## config.mk

```make
export PLATFORM = sky130hd
export DESIGN_NAME = bubsys_ioctl_loader_flat
export DESIGN_NICKNAME = d
export VERILOG_FILES = /design/src/rtl/bubsys_ioctl_loader_if.sv /design/src/rtl/bubsys_ioctl_loader.sv /design/src/flat_wrapper.sv
export SDC_FILE = /design/constraint.sdc
export NUM_CORES = 1
export LEC_CHECK = 0
export BUFFER_PORTS_ARGS = -buffer_cell sky130_fd_sc_hd__buf_2
export CAP_MARGIN = 0
export CORE_ASPECT_RATIO = 1.4
export CORE_UTILIZATION = 60
export DETAILED_ROUTE_END_ITERATION = 16
export PLACE_DENSITY = 0.9
export SKIP_LAST_GASP = 1
export SYNTH_ARGS = -nofsm -noshare
export SYNTH_HDL_FRONTEND = slang
export SYNTH_SLANG_ARGS = --single-unit
```

## constraint.sdc

```tcl
create_clock -name i_EMU_CLK72M -period 18.95 [get_ports i_EMU_CLK72M]
set_input_delay 3.79 -clock i_EMU_CLK72M [delete_from_list [all_inputs] [get_ports i_EMU_CLK72M]]
set_output_delay 3.79 -clock i_EMU_CLK72M [all_outputs]
set_load 0.02 [all_outputs]
```

## src/rtl/bubsys_ioctl_loader_if.sv

```systemverilog
// ROM-store write request bus between the ioctl loader and the SDRAM side.
// The loader drives the request side; the SDRAM controller acknowledges.
interface bubsys_ioctl_loader_if #(
  parameter int ADDR_W = 24
);
  logic              o_WR_REQ;
  logic [ADDR_W-1:0] o_WR_ADDR;
  logic [15:0]       o_WR_DATA;
  logic [1:0]        o_WR_BE;
  logic              i_WR_ACK;

  modport master (
    output o_WR_REQ,
    output o_WR_ADDR,
    output o_WR_DATA,
    output o_WR_BE,
    input  i_WR_ACK
  );

  modport slave (
    input  o_WR_REQ,
    input  o_WR_ADDR,
    input  o_WR_DATA,
    input  o_WR_BE,
    output i_WR_ACK
  );
endinterface

```

## src/rtl/bubsys_ioctl_loader.sv

```systemverilog
// hps_io ioctl download sink: packs ROM bytes into big-endian words,
// queues them for SDRAM, throttles the HPS and captures DIP bytes.
module bubsys_ioctl_loader #(
  parameter logic [15:0] ROM_INDEX  = 16'd0,
  parameter logic [15:0] DIP_INDEX  = 16'd254,
  parameter int          FIFO_DEPTH = 8,
  parameter int          ADDR_W     = 24,
  parameter logic [ADDR_W-1:0] BASE_ADDR = '0
) (
  input  logic        i_EMU_CLK72M,
  input  logic        i_EMU_INITRST,
  input  logic        ioctl_download,
  input  logic [15:0] ioctl_index,
  input  logic [26:0] ioctl_addr,
  input  logic [7:0]  ioctl_data,
  input  logic        ioctl_wr,
  output logic        ioctl_wait,
  bubsys_ioctl_loader_if.master wr,
  output logic [31:0] o_DIP,
  output logic        o_BUSY,
  output logic        o_ROM_READY,
  output logic        o_OVF
);

  localparam int PW = $clog2(FIFO_DEPTH);
  localparam int WL = FIFO_DEPTH - 2;
  localparam logic [PW:0] FULL_LVL = FIFO_DEPTH[PW:0];
  localparam logic [PW:0] WAIT_LVL = WL[PW:0];

  typedef enum logic [1:0] {
    IDLE, LOAD, FLUSH, DONE
  } state_e;

  typedef struct packed {
    logic [ADDR_W-1:0] addr;
    logic [15:0]       data;
    logic [1:0]        be;
  } ent_t;

  state_e state_q, state_d;
  ent_t   mem_q [FIFO_DEPTH];
  logic [PW:0] wp_q, rp_q, wp_d, rp_d;
  logic [PW:0] cnt_q, cnt_d;
  ent_t   pend_q, pend_d;
  logic   pend_v_q, pend_v_d;
  ent_t   defer_q, defer_d;
  logic   defer_v_q, defer_v_d;
  logic   wait_q, wait_d;
  logic   ovf_q, ready_q;
  logic [31:0] dip_q;

  logic [ADDR_W-1:0] waddr;
  logic   byte_ok, hit, full, pop, push_ok;
  logic   e1_v, e2_v, push_v, drop, clr;
  ent_t   e1, e2, lo_e, push_e;
  logic   unused_addr;

  assign unused_addr = ^ioctl_addr[26:ADDR_W+1];

  assign waddr   = BASE_ADDR + ioctl_addr[ADDR_W:1];
  assign lo_e    = {waddr, 8'h00, ioctl_data, 2'b01};
  assign byte_ok = (state_q == LOAD) && ioctl_wr
                 && (ioctl_index == ROM_INDEX);
  assign hit     = pend_v_q && (pend_q.addr == waddr);
  assign cnt_q   = wp_q - rp_q;
  assign full    = (cnt_q == FULL_LVL);
  assign pop     = (cnt_q != '0) && wr.i_WR_ACK;
  assign push_ok = push_v && !full;
  assign wp_d    = wp_q + {{PW{1'b0}}, push_ok};
  assign rp_d    = rp_q + {{PW{1'b0}}, pop};
  assign cnt_d   = wp_d - rp_d;
  assign wait_d  = (cnt_d >= WAIT_LVL) || defer_v_d;

  always_comb begin
    e1_v     = 1'b0;
    e2_v     = 1'b0;
    e1       = '0;
    e2       = '0;
    pend_d   = pend_q;
    pend_v_d = pend_v_q;
    if (byte_ok) begin
      if (!ioctl_addr[0]) begin
        e1_v     = pend_v_q;
        e1       = pend_q;
        pend_v_d = 1'b1;
        pend_d   = {waddr, ioctl_data, 8'h00, 2'b10};
      end else if (hit) begin
        e1_v     = 1'b1;
        e1       = {waddr, pend_q.data[15:8], ioctl_data, 2'b11};
        pend_v_d = 1'b0;
      end else if (pend_v_q) begin
        e1_v     = 1'b1;
        e1       = pend_q;
        e2_v     = 1'b1;
        e2       = lo_e;
        pend_v_d = 1'b0;
      end else begin
        e1_v = 1'b1;
        e1   = lo_e;
      end
    end else if (state_q == FLUSH && pend_v_q) begin
      e1_v     = 1'b1;
      e1       = pend_q;
      pend_v_d = 1'b0;
    end
    // A deferred entry always owns this cycle's single push slot.
    drop = 1'b0;
    if (defer_v_q) begin
      push_v    = 1'b1;
      push_e    = defer_q;
      defer_v_d = e1_v;
      defer_d   = e1;
      drop      = e2_v;
    end else begin
      push_v    = e1_v;
      push_e    = e1;
      defer_v_d = e2_v;
      defer_d   = e2;
    end
  end

  always_comb begin
    state_d = state_q;
    clr     = 1'b0;
    unique case (state_q)
      IDLE: begin
        if (ioctl_download && ioctl_index == ROM_INDEX) begin
          state_d = LOAD;
          clr     = 1'b1;
        end
      end
      LOAD: begin
        if (!ioctl_download) state_d = FLUSH;
      end
      FLUSH: begin
        if (cnt_q == '0 && !pend_v_q && !defer_v_q)
          state_d = DONE;
      end
      DONE: state_d = IDLE;
      default: state_d = IDLE;
    endcase
  end

  always_ff @(posedge i_EMU_CLK72M) begin
    if (i_EMU_INITRST) begin
      state_q   <= IDLE;
      wp_q      <= '0;
      rp_q      <= '0;
      pend_q    <= '0;
      pend_v_q  <= 1'b0;
      defer_q   <= '0;
      defer_v_q <= 1'b0;
      wait_q    <= 1'b0;
      ovf_q     <= 1'b0;
      ready_q   <= 1'b0;
    end else begin
      state_q   <= state_d;
      wp_q      <= wp_d;
      rp_q      <= rp_d;
      pend_q    <= pend_d;
      pend_v_q  <= pend_v_d;
      defer_q   <= defer_d;
      defer_v_q <= defer_v_d;
      wait_q    <= wait_d;
      ovf_q     <= clr ? 1'b0
                 : (ovf_q | (push_v && full) | drop);
      ready_q   <= clr ? 1'b0
                 : (ready_q | (state_q == DONE));
    end
  end

  always_ff @(posedge i_EMU_CLK72M) begin
    if (push_ok) mem_q[wp_q[PW-1:0]] <= push_e;
  end

  always_ff @(posedge i_EMU_CLK72M) begin
    if (i_EMU_INITRST) begin
      dip_q <= '0;
    end else if (ioctl_wr && ioctl_index == DIP_INDEX
                 && ioctl_addr < 27'd4) begin
      dip_q[{ioctl_addr[1:0], 3'b000} +: 8] <= ioctl_data;
    end
  end

  assign wr.o_WR_REQ  = (cnt_q != '0);
  assign wr.o_WR_ADDR = mem_q[rp_q[PW-1:0]].addr;
  assign wr.o_WR_DATA = mem_q[rp_q[PW-1:0]].data;
  assign wr.o_WR_BE   = mem_q[rp_q[PW-1:0]].be;
  assign ioctl_wait   = wait_q;
  assign o_DIP        = dip_q;
  assign o_BUSY       = (state_q == LOAD) || (state_q == FLUSH);
  assign o_ROM_READY  = ready_q;
  assign o_OVF        = ovf_q;

endmodule

```

## src/flat_wrapper.sv

```systemverilog
// flat-port wrapper written by rule: the top's interface ports become plain ports
module bubsys_ioctl_loader_flat 
#(
  parameter logic [15:0] ROM_INDEX  = 16'd0,
  parameter logic [15:0] DIP_INDEX  = 16'd254,
  parameter int          FIFO_DEPTH = 8,
  parameter int          ADDR_W     = 24,
  parameter logic [ADDR_W-1:0] BASE_ADDR = '0
)
  (i_EMU_CLK72M, i_EMU_INITRST, ioctl_download, ioctl_index, ioctl_addr, ioctl_data, ioctl_wr, ioctl_wait, o_DIP, o_BUSY, o_ROM_READY, o_OVF, wr_o_WR_REQ, wr_o_WR_ADDR, wr_o_WR_DATA, wr_o_WR_BE, wr_i_WR_ACK);
  bubsys_ioctl_loader_if #(.ADDR_W(ADDR_W)) wr_i ();
  input  logic i_EMU_CLK72M;
  input  logic i_EMU_INITRST;
  input  logic ioctl_download;
  input  logic [15:0] ioctl_index;
  input  logic [26:0] ioctl_addr;
  input  logic [7:0] ioctl_data;
  input  logic ioctl_wr;
  output logic ioctl_wait;
  output logic [31:0] o_DIP;
  output logic o_BUSY;
  output logic o_ROM_READY;
  output logic o_OVF;
  output wire logic [$bits(wr_i.o_WR_REQ)-1:0] wr_o_WR_REQ;
  output wire logic [$bits(wr_i.o_WR_ADDR)-1:0] wr_o_WR_ADDR;
  output wire logic [$bits(wr_i.o_WR_DATA)-1:0] wr_o_WR_DATA;
  output wire logic [$bits(wr_i.o_WR_BE)-1:0] wr_o_WR_BE;
  input wire logic [$bits(wr_i.i_WR_ACK)-1:0] wr_i_WR_ACK;
  assign wr_o_WR_REQ = wr_i.o_WR_REQ;
  assign wr_o_WR_ADDR = wr_i.o_WR_ADDR;
  assign wr_o_WR_DATA = wr_i.o_WR_DATA;
  assign wr_o_WR_BE = wr_i.o_WR_BE;
  assign wr_i.i_WR_ACK = wr_i_WR_ACK;
  bubsys_ioctl_loader #(.ROM_INDEX(ROM_INDEX), .DIP_INDEX(DIP_INDEX), .FIFO_DEPTH(FIFO_DEPTH), .ADDR_W(ADDR_W), .BASE_ADDR(BASE_ADDR)) u_core (.i_EMU_CLK72M(i_EMU_CLK72M), .i_EMU_INITRST(i_EMU_INITRST), .ioctl_download(ioctl_download), .ioctl_index(ioctl_index), .ioctl_addr(ioctl_addr), .ioctl_data(ioctl_data), .ioctl_wr(ioctl_wr), .ioctl_wait(ioctl_wait), .wr(wr_i), .o_DIP(o_DIP), .o_BUSY(o_BUSY), .o_ROM_READY(o_ROM_READY), .o_OVF(o_OVF));
endmodule
```

==> results of run 1 <==
-- registers in the layout, indices dropped and copies added (netlist names) --
signal / count
u_core.wp_q: 4
u_core.pend_v_q: 1
u_core.ioctl_wait: 1
u_core.defer_v_q: 1
u_core.rp_q: 4
u_core.state_q: 2
u_core.o_DIP: 32
u_core.o_ROM_READY: 1
u_core.defer_q: 42
u_core.o_OVF: 1
u_core.mem_q: 336
u_core.pend_q: 33
-- power by group --
part	switching (uW)	internal (uW)	leakage [uW]	total [uW]
Sequential	0.00284	1060	0.00330	1060
Combinational	16.2	8.26	0.00211	24.5
Clock	346	449	0.000616	795
-- cells in the mapped netlist, drive strengths merged, types with 2 or more instances --
cell type	n	share of area, %
edfxtp	336	54
nand4	13	0.44
xnor2	30	1.4
a21o	2	0.080
dfxtp	122	13
xor2	4	0.19
nor2b	5	0.17
a221o	23	1.2
o2bb2ai	2	0.094
nor3b	25	1.0
inv	12	0.24
nand2	245	4.9
clkbuf	52	1.0
nor4b	25	1.2
nor3	11	0.38
a31oi	3	0.10
nand2b	5	0.17
o21a	2	0.080
buf	29	0.87
and2	22	0.74
nor2	24	0.50
nor4	13	0.63
ha	19	1.3
a21oi	71	1.9
mux2i	3	0.23
or4	2	0.10
mux4	84	10
nand3	43	1.2
or3	3	0.11
a22o	31	1.5
o21ai	11	0.30
o21bai	2	0.080
-- path summary, 6_finish.rpt --
kind,startpoint,to,cells past startpoint
worst min-delay path,u_core.o_DIP[27],u_core.o_DIP[27],2
worst min register to register,u_core.o_DIP[27],u_core.o_DIP[27],2
worst max register to register,u_core.rp_q[2],u_core.ioctl_wait,17
worst max-delay path,ioctl_index[14],u_core.ioctl_wait,16
-- area by class of cell --
| cell class | instances | area (sq um) | share of cell area, % |
|---|---|---|---|
| well taps | 390 | 488 | 2.33 |
| inverters | 13 | 48.8 | 0.233 |
| clock buffers | 54 | 1100 | 5.28 |
| repair buffers | 152 | 806 | 3.85 |
| clock inverters | 15 | 148 | 0.705 |
| flip-flops and latches | 458 | 12500 | 59.9 |
| multi-input cells | 733 | 5790 | 27.7 |
-- worst max-delay path, delay by kind of cell --
family                   cells  cell delay [ns]
adder cells (fa/ha/maj)      2             0.50
AND/OR/NAND/NOR              4             1.85
buffers and inverters        3             0.38
AO/OA/AOI/OAI                5             0.92
XOR/XNOR                     2             0.30
-- logic make-up (layout without fill, tap and decap cells) --
logic type	count (synthesis)	in the layout	synth area share, %
adders and majority gates	20	20	1.38
buffers and inverters	94	234	2.18
DFF	458	458	67.2
and+or+nand+nor	437	437	11.6
AOI/OAI and AO/OA	155	155	5.72
muxes	87	87	10.4
xor gates and xnor gates	34	34	1.60
-- layer usage --
layer  vias to the layer above  part of all wire, %
met1                      5863                   36
met3                       117                  9.6
li1                       5079                    -
met4                         0                  3.4
met5                         -                    0
met2                       758                   51
-- metrics by stage --
step,power (uW),cells,utilization (%),cell area (sq um)
5_1_grt,1920,1815,68.1,20900
3_5_place_dp,1110,1746,64.1,19700
3_3_place_gp,1110,1746,64.1,19700
6_report,1880,1815,68.1,20900
2_1_floorplan,1090,1285,-,18700
4_1_cts,1880,1815,68.1,20900
==> reports/results.ini, run 1 <==
[clock_network]
cts-root-buf = clkbuf_16
ctsHoldBuffers = 0
clkTransAtPathRegs_ns = 0.07
clock_sinks = 458
max-clock-path-buffers = 3
htree_num_levels = 2
clock_latency_ns = 0.55
ctsResizeCount = 0
cts_setup_buffers = 0
cts_buffers = 38
tritoncts = built

[pwr]
vdd_drop_max_mv = 0.0592
p_leak_uw = 0.00602
p_per_area_nw_per_um2 = 89.8

[setup_path]
max_stage_delay_ns = 0.93
critPathMaxFanout = 13
cp_cell_sequence = buf_2, nor4_2, nand4_1, nor3_2, a21o_1, o2bb2ai_1, inv_1, ha_1, xnor2_1, inv_1, ha_1, a21o_1, a21oi_1, xnor2_1, nor2_1, a21oi_1
reg2reg_slack_ns = 14.49
crit_arrival_ns = 7.75
worst_ep_required_time_ns = 19.34
critPathLaunchType = input port
critPathSlowestCell = nor3_2
worstSetupPathType = input port to register
end_kind = register

[die]
die_x_microns = 151
fp.dieH_microns = 211
ioPinCount = 135
coreArea_sq_um = 30700
start_util_pct = 60.7
dieArea_sq_um = 31800
rows = 76

[layout]
final_common_cell = edfxtp_1
nets = 1472
final_cell_mix = 336 x edfxtp_1, 245 x nand2_1, 134 x buf_2
area_delta_synth_final_pct = 12.2
diodes = 0
layout-drive-gt1-share_pct = 22.2
fillCellCount = 1900

[place]
port_buffers = 134
finalWeightedCongestion = 0.824
pre_cts_ws_ns = 11.13
hpwl_microns = 24800

[grt]
first_global_vias = 11900
gr-total-overflow = 0
antenna_found_initial = 0
grt_max_degree = 108
grt_use_met3_pct = 4.34
grt_usage_pct = 28.5
globalRouteMet2Util_pct = 47.4
met1_usage_pct = 37.5
grt_pass1_wl_microns = 67200
busiest_layer = met2

[synthesis]
async_flop_share_pct = 0
syn_area_sq_um = 18700
ys_seq_elements = 458
synthesis.nets = 1361
synth.avg_cell_area_sq_um = 14.5
postSynthCellCount = 1285
seq_area_frac_synth_pct = 67.2
ys_types = 54
synth_enable_flop_cells = 336
yosysWarnings = 0
synth_ff_type = edfxtp_1

[min_path]
hold_class = register to register

[route]
vias = 11800
drt_iter0_drc = 1347
routed_wl_microns = 44300
drtAntennaViolNets = 0
avgViaCountPerCell = 6.51
wl_per_cell_microns = 24.4
drc_errors = 0
firstDrtPassIters = 8

[job]
maxCapViolations = 0

[timing]
hold_violations = 0
maxSlewHeadroom_pct = 13.7
tns_ns = 0
rsz0062_at_grt = false
whs_ns = 0.456
fmax_mhz = 136
finClkSkew_ns = 0.0124
drv_slew = 0
setup_viol = 0
tightest_slew_ns = 1.29
setup_slack_ns = 11.59
min_period_ns = 7.36
post-route-period-util_pct = 38.8

[run_status]
outcome = completed

No activity file was read; power rests on OpenSTA's default activity.
==> run 2, diff against run 1 <==
--- a/config.mk
+++ b/config.mk
@@ -5,12 +5,13 @@
 export SDC_FILE = /design/constraint.sdc
 export NUM_CORES = 1
 export LEC_CHECK = 0
+export ABC_AREA = 1
 export BUFFER_PORTS_ARGS = -buffer_cell sky130_fd_sc_hd__buf_2
 export CAP_MARGIN = 0
 export CORE_ASPECT_RATIO = 1.4
-export CORE_UTILIZATION = 60
+export CORE_UTILIZATION = 55
 export DETAILED_ROUTE_END_ITERATION = 16
-export PLACE_DENSITY = 0.9
+export PLACE_DENSITY = 0.87
 export SKIP_LAST_GASP = 1
 export SYNTH_ARGS = -nofsm -noshare
 export SYNTH_HDL_FRONTEND = slang
==> constraint.sdc (replaced) <==
create_clock -name i_EMU_CLK72M -period 6.6 [get_ports i_EMU_CLK72M]
set_input_delay 1.32 -clock i_EMU_CLK72M [delete_from_list [all_inputs] [get_ports i_EMU_CLK72M]]
set_output_delay 1.32 -clock i_EMU_CLK72M [all_outputs]
set_load 0.02 [all_outputs]
==> run 2 against run 1 <==
Net effect: critical path depth is 10 lower; sequential share of layout area is 3.1 points lower; sequential cell count stayed put; final area is 5.4% higher; critical endpoint is now wr_o_WR_DATA[2]; clock power grew to 2.8 times the previous value; critical path type is now register to output pin; largest power group unchanged.
==> reports/results.ini, run 2 <==
[synthesis]
synth_ff_type = edfxtp_1
yosysMostFrequentCell = nor2_1
postSynthCellCount = 2039  ; +59%
synth-simple-area-share_pct = 16.7  ; +5.2 points
synth_top_area_cell = edfxtp_1
ys_types = 42  ; -22%
synthesis.nets = 2115  ; +55%
synthAdderAreaFrac_pct = 1.30  ; -0.085 points
synth_compound_area_share_pct = 13.3  ; +7.5 points
synth_top_family_by_area = simple AND/OR/NAND/NOR gates
syn_area_sq_um = 19900  ; +6.6%
synth_top_area_share_pct = 50.8  ; -3.3 points
ys_seq_elements = 458  ; unchanged
synth.avg_cell_area_sq_um = 9.75  ; -33%
synth_enable_flop_cells = 336  ; unchanged
seq_area_frac_synth_pct = 63.1  ; -4.1 points
synth_area_leaders = edfxtp_1 51%, dfxtp_1 12%, nor2_1 7.9%, nand2_1 6.8%, o21ai_0 6.7%
muxShareOfSynthArea_pct = 0  ; -10 points
yosysWarnings = 0  ; unchanged
synth_common_cells = 420 x nor2_1, 362 x nand2_1, 336 x edfxtp_1
synth-xor-area-share_pct = 0.353  ; -1.2 points
async_flop_share_pct = 0  ; unchanged

[die]
dieArea_sq_um = 36900  ; +16%
start_util_pct = 55.7  ; -5.1 points
fp.dieH_microns = 227  ; +7.7%
rows = 82  ; +7.9%
coreArea_sq_um = 35700  ; +16%
die_x_microns = 163  ; +7.7%
ioPinCount = 135  ; unchanged

[setup_path]
r2r-start = u_core.rp_q[2]
max_stage_delay_ns = 0.93  ; about the same
worst_ep_required_time_ns = 5.28  ; -14.06 ns
crit_family = buffers and inverters
crit_arrival_ns = 3.60  ; -4.15 ns
critPathLaunchType = register
crit_start = u_core.rp_q[0]
critPathMaxFanout = 101  ; +88
end_kind = output pin
crit_buf_inv = 2  ; -1
critPathSlowestCell = buf_4
worstSetupPathType = register to output pin
cp_cell_sequence = buf_4, o21ai_0, o22ai_1, nor2_1, a31oi_1, buf_2

[route]
drc_errors = 0  ; unchanged
routed_wl_microns = 49100  ; +11%
vias = 15200  ; +29%
avgViaCountPerCell = 5.84  ; -10%
drt_iter0_drc = 1600  ; +19%
wl_per_cell_microns = 18.8  ; -23%
firstDrtPassIters = 8  ; unchanged
drtAntennaViolNets = 0  ; unchanged

[pwr]
vdd_drop_max_mv = 0.179  ; +200%
p_per_area_nw_per_um2 = 283  ; +210%
p_leak_uw = 0.00748  ; +24%

[layout]
multi_input_area_sq_um = 6360  ; +9.8%
diodes = 0  ; unchanged
fillCellCount = 2578  ; +36%
area_delta_synth_final_pct = 11.0
layout-drive-gt1-share_pct = 12.3  ; -9.9 points
final_common_cell = nor2_1
largest_reg_flops = 336  ; unchanged
nets = 2196  ; +49%
final_cell_mix = 411 x nor2_1, 362 x nand2_1, 336 x edfxtp_1
final_core_util_pct = 61.8  ; -6.3 points
regArea_sq_um = 12500  ; about the same

[run_status]
outcome = completed

[grt]
gr-total-overflow = 0  ; unchanged
first_global_vias = 14900  ; +25%
grt_pass1_wl_microns = 75700  ; +13%
grt_max_degree = 102  ; -5.6%
grt_usage_pct = 26.5  ; -2.0 points
antenna_found_initial = 0  ; unchanged

[clock_network]
clock_sinks = 458  ; unchanged
ctsResizeCount = 0  ; unchanged
cts-root-buf = clkbuf_16
cts_setup_buffers = 0  ; unchanged
tritoncts = built
clock_latency_ns = 0.55  ; about the same
clkTransAtPathRegs_ns = 0.07  ; about the same
htree_num_levels = 2  ; unchanged
max-clock-path-buffers = 3  ; unchanged
cts_buffers = 39  ; +2.6%
ctsHoldBuffers = 0  ; unchanged

[timing]
fmax_mhz = 203
tns_ns = 0  ; unchanged
maxSlewHeadroom_pct = 24.0  ; +10 points
finClkSkew_ns = 0.0307  ; +0.0183 ns
tightest_slew_ns = 1.14  ; -0.154 ns
drv_slew = 0  ; unchanged
rsz0062_at_grt = false
hold_violations = 0  ; unchanged
post-route-period-util_pct = 74.6
setup_viol = 0  ; unchanged
min_period_ns = 4.92

[place]
port_buffers = 134  ; unchanged
hpwl_microns = 29900  ; +20%
finalWeightedCongestion = 0.874  ; +6.1%

[min_path]
hp-start = u_core.o_DIP[9]
hold_class = register to register

[job]
maxCapViolations = 0  ; unchanged

## run 2: where the power goes
group	total, uW	switching [uW]	leakage, uW	internal (uW)
Clock	2240	1010	0.000596	1240
Combinational	878	643	0.00356	234
Sequential	3120	57.7	0.00332	3060
Total	6240	1710	0.00748	4530
## run 2: cells by family after synthesis
kind of cell / after synthesis
AOI/OAI and AO/OA: 464
xor gates and xnor gates: 8
adders and majority gates: 20
buffers and inverters: 256
DFF: 458
and+or+nand+nor: 833
## run 2: per-layer routing
layer  wire length (microns)  up-vias  GRT usage (%)
met4                    2750        0           16.3
met1                   17100     7107           30.4
met3                    4230      194           4.57
met2                   25000      862           46.1
li1                        -     7081              -
met5                       0        -              0
## run 2: metrics by stage
step / total power [uW] / cells / worst slack (ns) / area (sq um) / hold WS, ns
2_1_floorplan: 3770 / 2039 / 2.09 / 19900 / 0.441
3_3_place_gp: 3990 / 2541 / 2.28 / 20800 / 0.436
3_5_place_dp: 4030 / 2541 / 2.10 / 20800 / 0.440
4_1_cts: 6230 / 2609 / 1.74 / 22100 / 0.448
5_1_grt: 6430 / 2609 / 1.54 / 22100 / 0.466
6_report: 6240 / 2609 / 1.68 / 22100 / 0.450
## run 2: area by class of cell
type                       instances  area share, %
clock buffer                      46           4.64
clock inverter                    22          0.919
sequential                       458           56.8
inverter                         139           2.38
timing repair buffer             157           3.82
tap                              462           2.62
multi-input combinational       1325           28.8
## run 2: final timing paths
kind                                            end  slack [ns]  depth (start not counted)
worst max-delay path                wr_o_WR_DATA[2]        1.68                          6
worst min-delay path                u_core.o_DIP[9]        0.45                          2
worst max register to register  u_core.mem_q[0][35]        2.42                         11
worst min register to register      u_core.o_DIP[9]        0.45                          2
## run 2: worst reg2reg max path, cell delays in order (launching register included)
cell and delay, ns:
dfxtp_1 0.35, inv_2 0.06, buf_4 0.67, ha_1 0.41, a21oi_1 0.24, nand2_1 0.09
nand2_1 0.12, nor3_1 0.09, a21oi_2 0.21, nand2_1 0.28, nor2_4 0.93, buf_4 0.39
